`src/rtl/uart_rx.sv`:
```
// uart_rx: 8N1 serial receiver for the UART16550 block.
// Oversamples the synchronised rx line with a divisor-driven cycle counter,
// samples each bit near its centre, pushes completed bytes into the RX FIFO
// and reports framing, overrun and break conditions as single-cycle pulses.
module uart_rx #(
    parameter int SYNC_STAGES = 2
) (
    input  logic       clk,
    input  logic       rst,
    input  logic [7:0] DLM,
    input  logic [7:0] DLL,
    input  logic       rx_i,
    input  logic       fifo_full,
    output logic       fifo_wr_en,
    output logic [7:0] fifo_wr_data,
    output logic       framing_err_o,
    output logic       overrun_o,
    output logic       break_o,
    output logic       busy_o
);

    typedef enum logic [2:0] {
        S_IDLE,
        S_START,
        S_DATA,
        S_STOP,
        S_WAIT_IDLE
    } state_t;

    // Synchroniser chain; the last stage is the line value all decisions use.
    logic [SYNC_STAGES-1:0] sync_q;
    logic [SYNC_STAGES-1:0] sync_d;
    logic                   rx_s;
    logic                   rx_d_q;
    logic                   rx_d_d;

    state_t      state_q;
    state_t      state_d;
    logic [15:0] cnt_q;
    logic [15:0] cnt_d;
    logic [2:0]  bit_idx_q;
    logic [2:0]  bit_idx_d;
    logic [7:0]  shift_q;
    logic [7:0]  shift_d;

    logic        fifo_wr_en_q;
    logic        fifo_wr_en_d;
    logic [7:0]  fifo_wr_data_q;
    logic [7:0]  fifo_wr_data_d;
    logic        framing_err_q;
    logic        framing_err_d;
    logic        overrun_q;
    logic        overrun_d;
    logic        break_q;
    logic        break_d;

    // Bit period is N = {DLM,DLL} (a zero divisor behaves as N = 1).
    // bit_last = N-1 is the last cycle of a bit; half_point = (N-1)>>1.
    logic [15:0] divisor;
    logic [15:0] bit_last;
    logic [15:0] half_point;

    assign divisor    = {DLM, DLL};
    assign bit_last   = (divisor == 16'd0) ? 16'd0 : (divisor - 16'd1);
    assign half_point = bit_last >> 1;

    // Shift chain input: stage 0 takes the raw pin, each later stage the previous one.
    assign sync_d[0] = rx_i;
    generate
        for (genvar gi = 1; gi < SYNC_STAGES; gi++) begin : g_sync
            assign sync_d[gi] = sync_q[gi-1];
        end
    endgenerate

    assign rx_s   = sync_q[SYNC_STAGES-1];
    assign rx_d_d = rx_s;

    // Next-state, counter, shift register and pulse generation for the frame FSM.
    // Counter compares use >= so a divisor lowered mid-frame can never strand
    // the counter above its target; with a stable divisor this equals ==.
    always_comb begin
        state_d        = state_q;
        cnt_d          = cnt_q + 16'd1;
        bit_idx_d      = bit_idx_q;
        shift_d        = shift_q;
        fifo_wr_en_d   = 1'b0;
        fifo_wr_data_d = fifo_wr_data_q;
        framing_err_d  = 1'b0;
        overrun_d      = 1'b0;
        break_d        = 1'b0;

        case (state_q)
            S_IDLE: begin
                cnt_d = 16'd0;
                if (rx_d_q && !rx_s) begin
                    state_d = S_START;
                end
            end

            S_START: begin
                if (cnt_q >= half_point) begin
                    cnt_d = 16'd0;
                    if (rx_s) begin
                        // Line went back high by mid start bit: treat as a glitch.
                        state_d = S_IDLE;
                    end else begin
                        state_d   = S_DATA;
                        bit_idx_d = 3'd0;
                    end
                end
            end

            S_DATA: begin
                if (cnt_q >= bit_last) begin
                    cnt_d              = 16'd0;
                    shift_d[bit_idx_q] = rx_s;
                    if (bit_idx_q == 3'd7) begin
                        state_d = S_STOP;
                    end else begin
                        bit_idx_d = bit_idx_q + 3'd1;
                    end
                end
            end

            S_STOP: begin
                if (cnt_q >= bit_last) begin
                    cnt_d = 16'd0;
                    if (fifo_full) begin
                        overrun_d = 1'b1;
                    end else begin
                        fifo_wr_en_d   = 1'b1;
                        fifo_wr_data_d = shift_q;
                    end
                    if (rx_s) begin
                        // Return to IDLE while the stop bit is still high so an
                        // immediately following start edge is caught.
                        state_d = S_IDLE;
                    end else begin
                        framing_err_d = 1'b1;
                        break_d       = (shift_q == 8'h00);
                        state_d       = S_WAIT_IDLE;
                    end
                end
            end

            S_WAIT_IDLE: begin
                // A held-low line must produce one event only, so wait for high.
                cnt_d = 16'd0;
                if (rx_s) begin
                    state_d = S_IDLE;
                end
            end

            default: begin
                cnt_d   = 16'd0;
                state_d = S_IDLE;
            end
        endcase
    end

    // State and output registers; reset returns the line model to idle-high.
    always_ff @(posedge clk or posedge rst) begin
        if (rst) begin
            sync_q         <= '1;
            rx_d_q         <= 1'b1;
            state_q        <= S_IDLE;
            cnt_q          <= 16'd0;
            bit_idx_q      <= 3'd0;
            shift_q        <= 8'h00;
            fifo_wr_en_q   <= 1'b0;
            fifo_wr_data_q <= 8'h00;
            framing_err_q  <= 1'b0;
            overrun_q      <= 1'b0;
            break_q        <= 1'b0;
        end else begin
            sync_q         <= sync_d;
            rx_d_q         <= rx_d_d;
            state_q        <= state_d;
            cnt_q          <= cnt_d;
            bit_idx_q      <= bit_idx_d;
            shift_q        <= shift_d;
            fifo_wr_en_q   <= fifo_wr_en_d;
            fifo_wr_data_q <= fifo_wr_data_d;
            framing_err_q  <= framing_err_d;
            overrun_q      <= overrun_d;
            break_q        <= break_d;
        end
    end

    assign fifo_wr_en    = fifo_wr_en_q;
    assign fifo_wr_data  = fifo_wr_data_q;
    assign framing_err_o = framing_err_q;
    assign overrun_o     = overrun_q;
    assign break_o       = break_q;
    assign busy_o        = (state_q != S_IDLE);

endmodule

```
`config.mk`:
```
export PLATFORM = sky130hd
export DESIGN_NAME = uart_rx
export DESIGN_NICKNAME = d
export VERILOG_FILES = /design/src/rtl/uart_rx.sv
export SDC_FILE = /design/constraint.sdc
export NUM_CORES = 1
export LEC_CHECK = 0
export ABC_CLOCK_PERIOD_IN_PS = 4000
export BUFFER_PORTS_ARGS = -buffer_cell sky130_fd_sc_hd__buf_2
export CAP_MARGIN = 40
export CORE_MARGIN = 4
export CORE_UTILIZATION = 61
export CTS_CLUSTER_DIAMETER = 30
export DETAILED_ROUTE_END_ITERATION = 7
export PLACE_DENSITY = 0.91
export SETUP_SLACK_MARGIN = 0.1
export SLEW_MARGIN = 20
export SYNTH_ARGS = -nofsm -noshare
export SYNTH_HDL_FRONTEND = slang
export SYNTH_SLANG_ARGS = --single-unit
```
`constraint.sdc`:
```
create_clock -name clk -period 4 [get_ports clk]
set_input_delay 0.8 -clock clk [delete_from_list [all_inputs] [get_ports clk]]
set_output_delay 0.8 -clock clk [all_outputs]
set_load 0.005 [all_outputs]
```
==> impl_results.md, run 1 <==
- Minimum setup slack among reg-to-reg paths: 1.39 ns
- Transition time at the pin with the least slew margin: approximately 0.54 ns
- # Max-Cap Violations: 0
- Wire length of the first global-routing pass: ~11 mm
- Crit end category: flip-flop
- Leakage power total: between 0.0015 and 0.002 uW
- Origin of the worst min-delay path: sync_q[0]
- Layout overhead on the synthesized area: 12.1%
- Mean area per synthesized cell: 9.32 sq um
- Area taken by flip-flops and latches: about 1100 sq um
- Vias in the first global route: roughly 2.5k
- Gr usage total: between 20 and 25%
- Filler cell count in the final layout: 338
- Number of cell instances on the worst register-to-register path: 8
- Crit path required time: ~4.2 ns
- Max Freq: about 280 MHz
- Row cnt: 25
- Synth warnings: 0
- Critical path startpoint: DLL[6]
- Cell occurring most often along the worst timing path: sky130_fd_sc_hd__nand2_1
- Diode count: 0
- Final slew viol count: 0
- Arrival time of data at the critical path endpoint: 3.81 ns
- Post-detailed-route wirelength per cell: roughly 14 um
- Critical-path cell with the highest stage delay: sky130_fd_sc_hd__or4b_1
- Synth cell types: 44
- Share of the cycle needed by the critical path after routing: ~90%
- Cell Pwr Density: around 350 nW/um^2
- Largest fanout of any net on the critical path: 5
- Register clock-pin slew on the reported worst setup and hold paths: roughly 0.09 ns
- Run status: completed
- Post-synthesis net count: around 380
- CTS tree: built
- Total I/O pin count: 33
- Count of TritonRoute iterations in the first routing pass: 4
- Slew HR: 63.9%
- Fraction of the core area covered by cells at the end of the flow: between 70% and 80%
- Register bit count reported by yosys: between 40 and 50
- Total overflow reported by the global router: 0
- Hpwl dp: approximately 4.9 mm
- Layout cells sized above 1: about 19%
- Detailed-route via count: 2501
- Area enclosed by the die boundary: 6160 sq um
- Worst IR drop on VDD: between 300 and 400 uV
- H-tree depth reported by CTS: 2
- CP max stage delay: about 0.46 ns
- Number of instances in the synthesized netlist: ~330
- Pin count of the biggest net entering global routing: 46
- Detailed-route wire length: 6.16 mm
- TritonCTS Sinks: 45
- Share of synthesized area occupied by flip-flops and latches: 37.3%
- Post-Synthesis Cell Area: between 3000 and 4000 sq um
- Antenna-violating nets left: 0
- Classification of the worst setup path: in2reg
- Standard cell core area: approximately 4800 sq um
- Number of resized instances in the post-cts repair step: 0
- Hold EP: sync_q[1]
- Count of hold buffers inserted by post-cts repair: 0
- Starting utilization of the core area: between 60% and 70%
- TritonCTS Buffers: 5
- Type of the most critical hold path: reg2reg
- Post-detailed-route DRC marker count: 0
- Post-layout net count: roughly 420
- Total chip power: between 1000 and 1500 uW
- Critical register-to-register path startpoint: cnt_q[0]
- Worst hold stages: 0
- Clock tree skew after final layout: around 0.0097 ns
- Master cell of the clock root buffer: sky130_fd_sc_hd__clkbuf_8
- RSZ-0062 raised after global routing: no
- Most common cell after layout, fill and taps aside: sky130_fd_sc_hd__dfrtp_1
- Antenna violations before repair: 0
- Leading cell types in the layout, fill and taps excluded: 42 x sky130_fd_sc_hd__dfrtp_1, 41 x sky130_fd_sc_hd__nor2_1, 36 x sky130_fd_sc_hd__nand2_1, 36 x sky130_fd_sc_hd__ha_1, 32 x sky130_fd_sc_hd__buf_2
- X dimension of the die: about 78 um
- Insertion delay of the later-clocked pin in the worst-skew pair: 0.31 ns
- Final-report hold violation count: 0
- Post-CTS setup buffer count: 0
- Via/cell ratio: 5.80
- R2r endpoint: state_q[1]
- Buffer depth of the longest clock path: 2
- Cells along the critical path: buf_2, nor4_1, buf_4, nand2_1, nor4_1, xor2_1, nand2_1, ha_1, nand2_1, nor4_2, o311ai_1, nand3_2, or4b_1, mux2_1
- Worst Setup Start Kind: input pin
- First-iteration detailed-routing DRC count: 163
- Overall die height: 78.5 um
- Post-route minimum period: between 3 and 4 ns
- Final RePlAce weighted congestion: roughly 0.86
- Final-report setup violation count: 0
- Port Buffer Count: 32
- Area occupied by multi-input gates: between 1500 and 2000 sq um
## worst max-delay path, delay by kind of cell
kind | cells | cell delay [ns]
xor gates and xnor gates | 1 | 0.18
adders and majority gates | 1 | 0.30
AOI/OAI and AO/OA | 1 | 0.19
and+or+nand+nor | 8 | 1.72
muxes | 1 | 0.32
buffers and inverters | 2 | 0.30
## synthesized netlist by cell type
cell	n	share of area (%)
sky130_fd_sc_hd__and4b_1	1	0.33
sky130_fd_sc_hd__o221ai_1	1	0.29
sky130_fd_sc_hd__nor4b_1	1	0.29
sky130_fd_sc_hd__dfstp_2	3	2.6
sky130_fd_sc_hd__o22ai_1	3	0.62
sky130_fd_sc_hd__xor2_1	12	3.5
sky130_fd_sc_hd__or3_1	1	0.21
sky130_fd_sc_hd__a221oi_1	2	0.58
sky130_fd_sc_hd__a21o_1	3	0.74
sky130_fd_sc_hd__clkbuf_1	4	0.50
sky130_fd_sc_hd__mux2_2	16	5.9
sky130_fd_sc_hd__nor4_2	1	0.41
sky130_fd_sc_hd__o21ai_0	10	1.7
sky130_fd_sc_hd__or2_0	1	0.21
sky130_fd_sc_hd__a31oi_1	4	0.83
sky130_fd_sc_hd__dfrtp_1	42	35
sky130_fd_sc_hd__nand2_1	36	4.5
sky130_fd_sc_hd__nand3b_1	2	0.50
sky130_fd_sc_hd__nor2_1	41	5.1
sky130_fd_sc_hd__nand3_2	1	0.33
sky130_fd_sc_hd__mux2_1	1	0.37
sky130_fd_sc_hd__a2111o_1	1	0.37
sky130_fd_sc_hd__a2bb2oi_1	2	0.58
sky130_fd_sc_hd__a21oi_1	13	2.1
sky130_fd_sc_hd__o41ai_1	1	0.29
sky130_fd_sc_hd__or3b_2	1	0.29
sky130_fd_sc_hd__o211ai_1	1	0.25
sky130_fd_sc_hd__inv_1	13	1.6
sky130_fd_sc_hd__and3_1	5	1.0
sky130_fd_sc_hd__buf_2	2	0.33
sky130_fd_sc_hd__nor3_1	4	0.66
sky130_fd_sc_hd__nand4_1	8	1.7
sky130_fd_sc_hd__o311ai_1	1	0.29
sky130_fd_sc_hd__or4b_1	1	0.33
sky130_fd_sc_hd__nand3_1	15	2.5
sky130_fd_sc_hd__nor2b_1	5	1.0
sky130_fd_sc_hd__ha_1	36	15
sky130_fd_sc_hd__o31a_1	1	0.29
sky130_fd_sc_hd__o211a_1	1	0.33
sky130_fd_sc_hd__o21a_1	1	0.25
sky130_fd_sc_hd__mux2i_1	1	0.33
sky130_fd_sc_hd__nor4_1	6	1.2
sky130_fd_sc_hd__xnor2_1	14	4.0
sky130_fd_sc_hd__nand2b_1	6	1.2
## final cells by class
type,instances,share of cell area (%)
clock buffer,5,2.03
clock inverter,3,0.626
inverter,13,1.44
multi-input combinational,261,54.3
sequential,45,33.3
tap,67,2.47
timing repair buffer,37,5.82
## metrics by stage
stage          setup slack, ns  TNS (ns)  hold WS, ns  instances  instance area, sq um
5_1_grt                  0.105         0        0.363        431                  3400
3_3_place_gp           -0.0158   -0.0158        0.346        423                  3290
6_report                 0.391         0        0.358        431                  3400
2_1_floorplan            0.252         0        0.345        325                  3030
3_5_place_dp           -0.0679   -0.0730        0.347        423                  3290
4_1_cts                  0.264         0        0.359        431                  3380
## state kept, by name, summed over array words and instances (netlist names)
register	count
bit_idx_q	3
break_o	1
cnt_q	16
fifo_wr_data	8
fifo_wr_en	1
framing_err_o	1
overrun_o	1
rx_d_q	1
shift_q	8
state_q	3
sync_q	2
## where the power goes
group / internal (uW) / total (uW) / switching (uW)
Combinational: 150 / 352 / 202
Clock: 124 / 283 / 159
Sequential: 489 / 552 / 62.8
Total: 763 / 1190 / 423
## routing by layer
layer,global-route usage (%),routed length [um],vias to the layer above
li1,-,-,1232
met1,27.7,2700,1197
met2,36.5,3030,62
met3,6.42,319,10
met4,8.39,108,0
met5,0,0,-
## cell families after synthesis
group	share of synthesized area, %
flip-flops	37.3
adder cells (fa/ha/maj)	14.9
AND/OR/NAND/NOR	21.8
buffers and inverters	2.44
XOR/XNOR	7.51
AO/OA/AOI/OAI	9.50
multiplexers	6.65
## how the worst max path moves through the flow
stage            endpoint  slack [ns]  depth (start not counted)
5_1_grt        state_q[1]        0.11                         14
2_1_floorplan  shift_q[7]        0.25                         12
6_report       shift_q[7]        0.39                         14
3_5_place_dp   shift_q[7]       -0.07                         13
4_1_cts        shift_q[7]        0.26                         13
3_3_place_gp   shift_q[7]       -0.02                         13
(Power assumes the default switching activity.)
==> run 2, diff against run 1 <==
==> config.mk (replaced) <==
export PLATFORM = sky130hd
export DESIGN_NAME = uart_rx
export DESIGN_NICKNAME = d
export VERILOG_FILES = /design/src/rtl/uart_rx.sv
export SDC_FILE = /design/constraint.sdc
export NUM_CORES = 1
export LEC_CHECK = 0
export ABC_CLOCK_PERIOD_IN_PS = 3200
export BUFFER_PORTS_ARGS = -buffer_cell sky130_fd_sc_hd__buf_2
export CAP_MARGIN = 40
export CORE_MARGIN = 4
export CORE_UTILIZATION = 53
export CTS_CLUSTER_DIAMETER = 30
export DETAILED_ROUTE_END_ITERATION = 7
export PLACE_DENSITY = 0.85
export SETUP_SLACK_MARGIN = 0.1
export SLEW_MARGIN = 30
export SYNTH_ARGS = -nofsm -noshare
export SYNTH_HDL_FRONTEND = slang
export SYNTH_SLANG_ARGS = --single-unit
==> constraint.sdc (replaced) <==
create_clock -name clk -period 3.2 [get_ports clk]
set_input_delay 0.64 -clock clk [delete_from_list [all_inputs] [get_ports clk]]
set_output_delay 0.64 -clock clk [all_outputs]
set_load 0.005 [all_outputs]
==> run 2 against run 1 <==
Effect of this change:
- the run now ends with setup timing left
- wire length up 110%
- critical path depth up 6
- sequential cell count unchanged
- worst setup slack worse by 0.71 ns
- global-route usage up 4.1 points
- count of clock-buffer cells in the layout up 3
- non-clock buffer count up 71
- die area up 13%
- clock power up 34%
- clock skew up 0.0061 ns
==> impl_results.md, run 2 (synthesis results as in run 1) <==
- Most common cell after layout, fill and taps aside: sky130_fd_sc_hd__buf_4
- Diode count: 0 (unchanged)
- Layout overhead on the synthesized area: 55.3%
- Highest metal layer used by the detailed router: met4
- Max Freq: around 280 MHz
- Detailed-route via count: 3417 (+37%)
- Crit path required time: 3.40 ns (-0.80 ns)
- Hpwl dp: 5.36 mm (+10%)
- TritonCTS Buffers: 5 (unchanged)
- Count of TritonRoute iterations in the first routing pass: 6 (+2)
- Via/cell ratio: 6.74 (+16%)
- Master cell of the clock root buffer: sky130_fd_sc_hd__clkbuf_8
- Arrival time of data at the critical path endpoint: 3.72 ns (-0.09 ns)
- Register with the most flip-flops: cnt_q
- Max reg flops: 16 (unchanged)
- Row cnt: 27 (+8.0%)
- Total overflow reported by the global router: 0 (unchanged)
- Final-report hold violation count: 0 (unchanged)
- Cell area after placement: 3660 sq um (+11%)
- Insertion delay of the later-clocked pin in the worst-skew pair: 0.31 ns (about the same)
- Worst Setup Start Kind: input pin
- Pin count of the biggest net entering global routing: 25 (-46%)
- Post-layout net count: 490 (+17%)
- TritonCTS Sinks: 45 (unchanged)
- Run status: complete, but fails checks
- Final worst-path setup slack: -0.317 ns (-0.707 ns)
- Final-report setup violation count: 40 (+40)
- # Max-Cap Violations: 0 (unchanged)
- Buffer depth of the longest clock path: 2 (unchanged)
- Register clock-pin slew on the reported worst setup and hold paths: 0.10 ns (about the same)
- Final slew viol count: 0 (unchanged)
- Register share of total power: 35.0% (-12 points)
- Routed metal-1 wirelength: 4.62 mm (+71%)
- Antenna violations before repair: 0 (unchanged)
- Detailed-route wire length: 12.8 mm (+110%)
- Gr usage total: 26.3% (+4.1 points)
- Overall die height: 83.6 um (+6.5%)
- Leakage power total: 0.00228 uW (+31%)
- Finished layout cell area: 4710 sq um (+39%)
- Leading cell types in the layout, fill and taps excluded: 61 x sky130_fd_sc_hd__buf_4, 42 x sky130_fd_sc_hd__dfrtp_1, 27 x sky130_fd_sc_hd__buf_2
- Port Buffer Count: 32 (unchanged)
- CTS tree: built
- Accumulated negative setup slack: -8.61 ns (-8.61 ns)
- Total chip power: 2030 uW (+71%)
- Classification of the worst setup path: in2reg
- Transition time at the pin with the least slew margin: 0.526 ns (-0.0153 ns)
- Smallest hold slack: 0.212 ns (-0.146 ns)
- Count of hold buffers inserted by post-cts repair: 0 (unchanged)
- RSZ-0062 raised after global routing: yes
- Power share of the clock group: 18.7% (-5.1 points)
- Place WS: -0.508 ns (-0.441 ns)
- Post-detailed-route wirelength per cell: 25.2 um (+76%)
- Proportion of total power due to net switching: 40.6% (+4.9 points)
- Failing checks: setup timing
- Slew HR: 64.8% (+0.89 points)
- X dimension of the die: 83.6 um (+6.5%)
- Starting utilization of the core area: 54.7% (-9.0 points)
- Cell Pwr Density: 431 nW/um^2 (+23%)
- Post-route minimum period: 3.52 ns
- Crit end category: flip-flop
- Largest fanout of any net on the critical path: 7 (+2)
- Met3 wire length: 1.16 mm (+260%)
- Final RePlAce weighted congestion: 0.886 (+2.6%)
- Routed length on met2: 5.90 mm (+94%)
- H-tree depth reported by CTS: 2 (unchanged)
- Type of the most critical hold path: in2async
- Area enclosed by the die boundary: 6990 sq um (+13%)
- Share of the cycle needed by the critical path after routing: 110%
- Total I/O pin count: 33 (unchanged)
- Wire length of the first global-routing pass: 15.3 mm (+40%)
- Clock tree skew after final layout: 0.0158 ns (+0.00612 ns)
- Share of total power in combinational logic: 46.3% (+17 points)
- Standard cell core area: 5540 sq um (+17%)
- First-iteration detailed-routing DRC count: 435 (+170%)
- Net switching power figure: 823 uW (+94%)
- Layout cells sized above 1: 51.3% (+32 points)
- Vias in the first global route: 3147 (+27%)
- Antenna-violating nets left: 0 (unchanged)
- Pint: 1200 uW (+58%)
- Worst IR drop on VDD: 444 uV (+30%)
- Post-detailed-route DRC marker count: 0 (unchanged)
-- run 2: what timing repair did --
action / 4_1_cts / 5_1_grt
endpoints found under the setup margin: 38 / 42
pin swaps: 22 / 30
cloned: 0 / 2
buffers inserted: 16 / 13
resized for setup: 40 / 116
-- run 2: power groups by stage --
stage / logic [uW] / clock network, uW / registers [uW]
after floorplan: 348 / 0 / 660
after global placement: 489 / 0 / 698
after detailed placement: 512 / 0 / 701
after CTS: 575 / 355 / 692
after global routing: 993 / 399 / 717
final: 938 / 380 / 709
-- run 2: per-layer routing --
| metal | up-vias | GRT usage [%] |
|---|---|---|
| met1 | 1659 | 32.4 |
| met5 | - | 0 |
| met2 | 272 | 44.6 |
| li1 | 1373 | - |
| met3 | 113 | 4.24 |
| met4 | 0 | 13.0 |
-- run 2: metrics by stage --
step,util (%),instances
final,84.9,507
after floorplan,-,325
after global routing,84.9,507
after CTS,73.0,493
after global placement,66.1,469
after detailed placement,66.1,469
-- run 2: worst max-delay path, stage by stage --
cell and delay (ns):
sky130_fd_sc_hd__buf_2 0.12, sky130_fd_sc_hd__nor2_2 0.17, sky130_fd_sc_hd__nand2_2 0.10, sky130_fd_sc_hd__nor4_2 0.16, sky130_fd_sc_hd__buf_4 0.17, sky130_fd_sc_hd__nand3_2 0.12
sky130_fd_sc_hd__buf_6 0.19, sky130_fd_sc_hd__buf_2 0.17, sky130_fd_sc_hd__nand2_2 0.11, sky130_fd_sc_hd__ha_4 0.22, sky130_fd_sc_hd__buf_4 0.14, sky130_fd_sc_hd__a21oi_4 0.13
sky130_fd_sc_hd__o21ai_2 0.08, sky130_fd_sc_hd__a21oi_2 0.22, sky130_fd_sc_hd__nand3_4 0.11, sky130_fd_sc_hd__buf_8 0.16, sky130_fd_sc_hd__buf_12 0.12, sky130_fd_sc_hd__nand2_4 0.06
sky130_fd_sc_hd__buf_6 0.13, sky130_fd_sc_hd__mux2_2 0.37
-- run 2: layout make-up --
cell class	instances	area, sq um
repair buffers	108	857
clock buffers	8	90.1
multi-input cells	261	2480
well taps	72	90.1
flip-flops and latches	45	1130
fillers	260	835
inverters	13	53.8
-- run 2: worst paths after layout --
check / cells after the start / endpoint / from / slack, ns
max: 20 / fifo_wr_data[6] / DLM[0] / -0.32
min: 2 / cnt_q[0] / rst / 0.21
max reg2reg: 11 / fifo_wr_data[6] / cnt_q[0] / 0.61
min reg2reg: 0 / sync_q[1] / sync_q[0] / 0.37
max in group asynchronous: 3 / sync_q[1] / rst / 2.38
min in group clk: 0 / sync_q[1] / sync_q[0] / 0.37
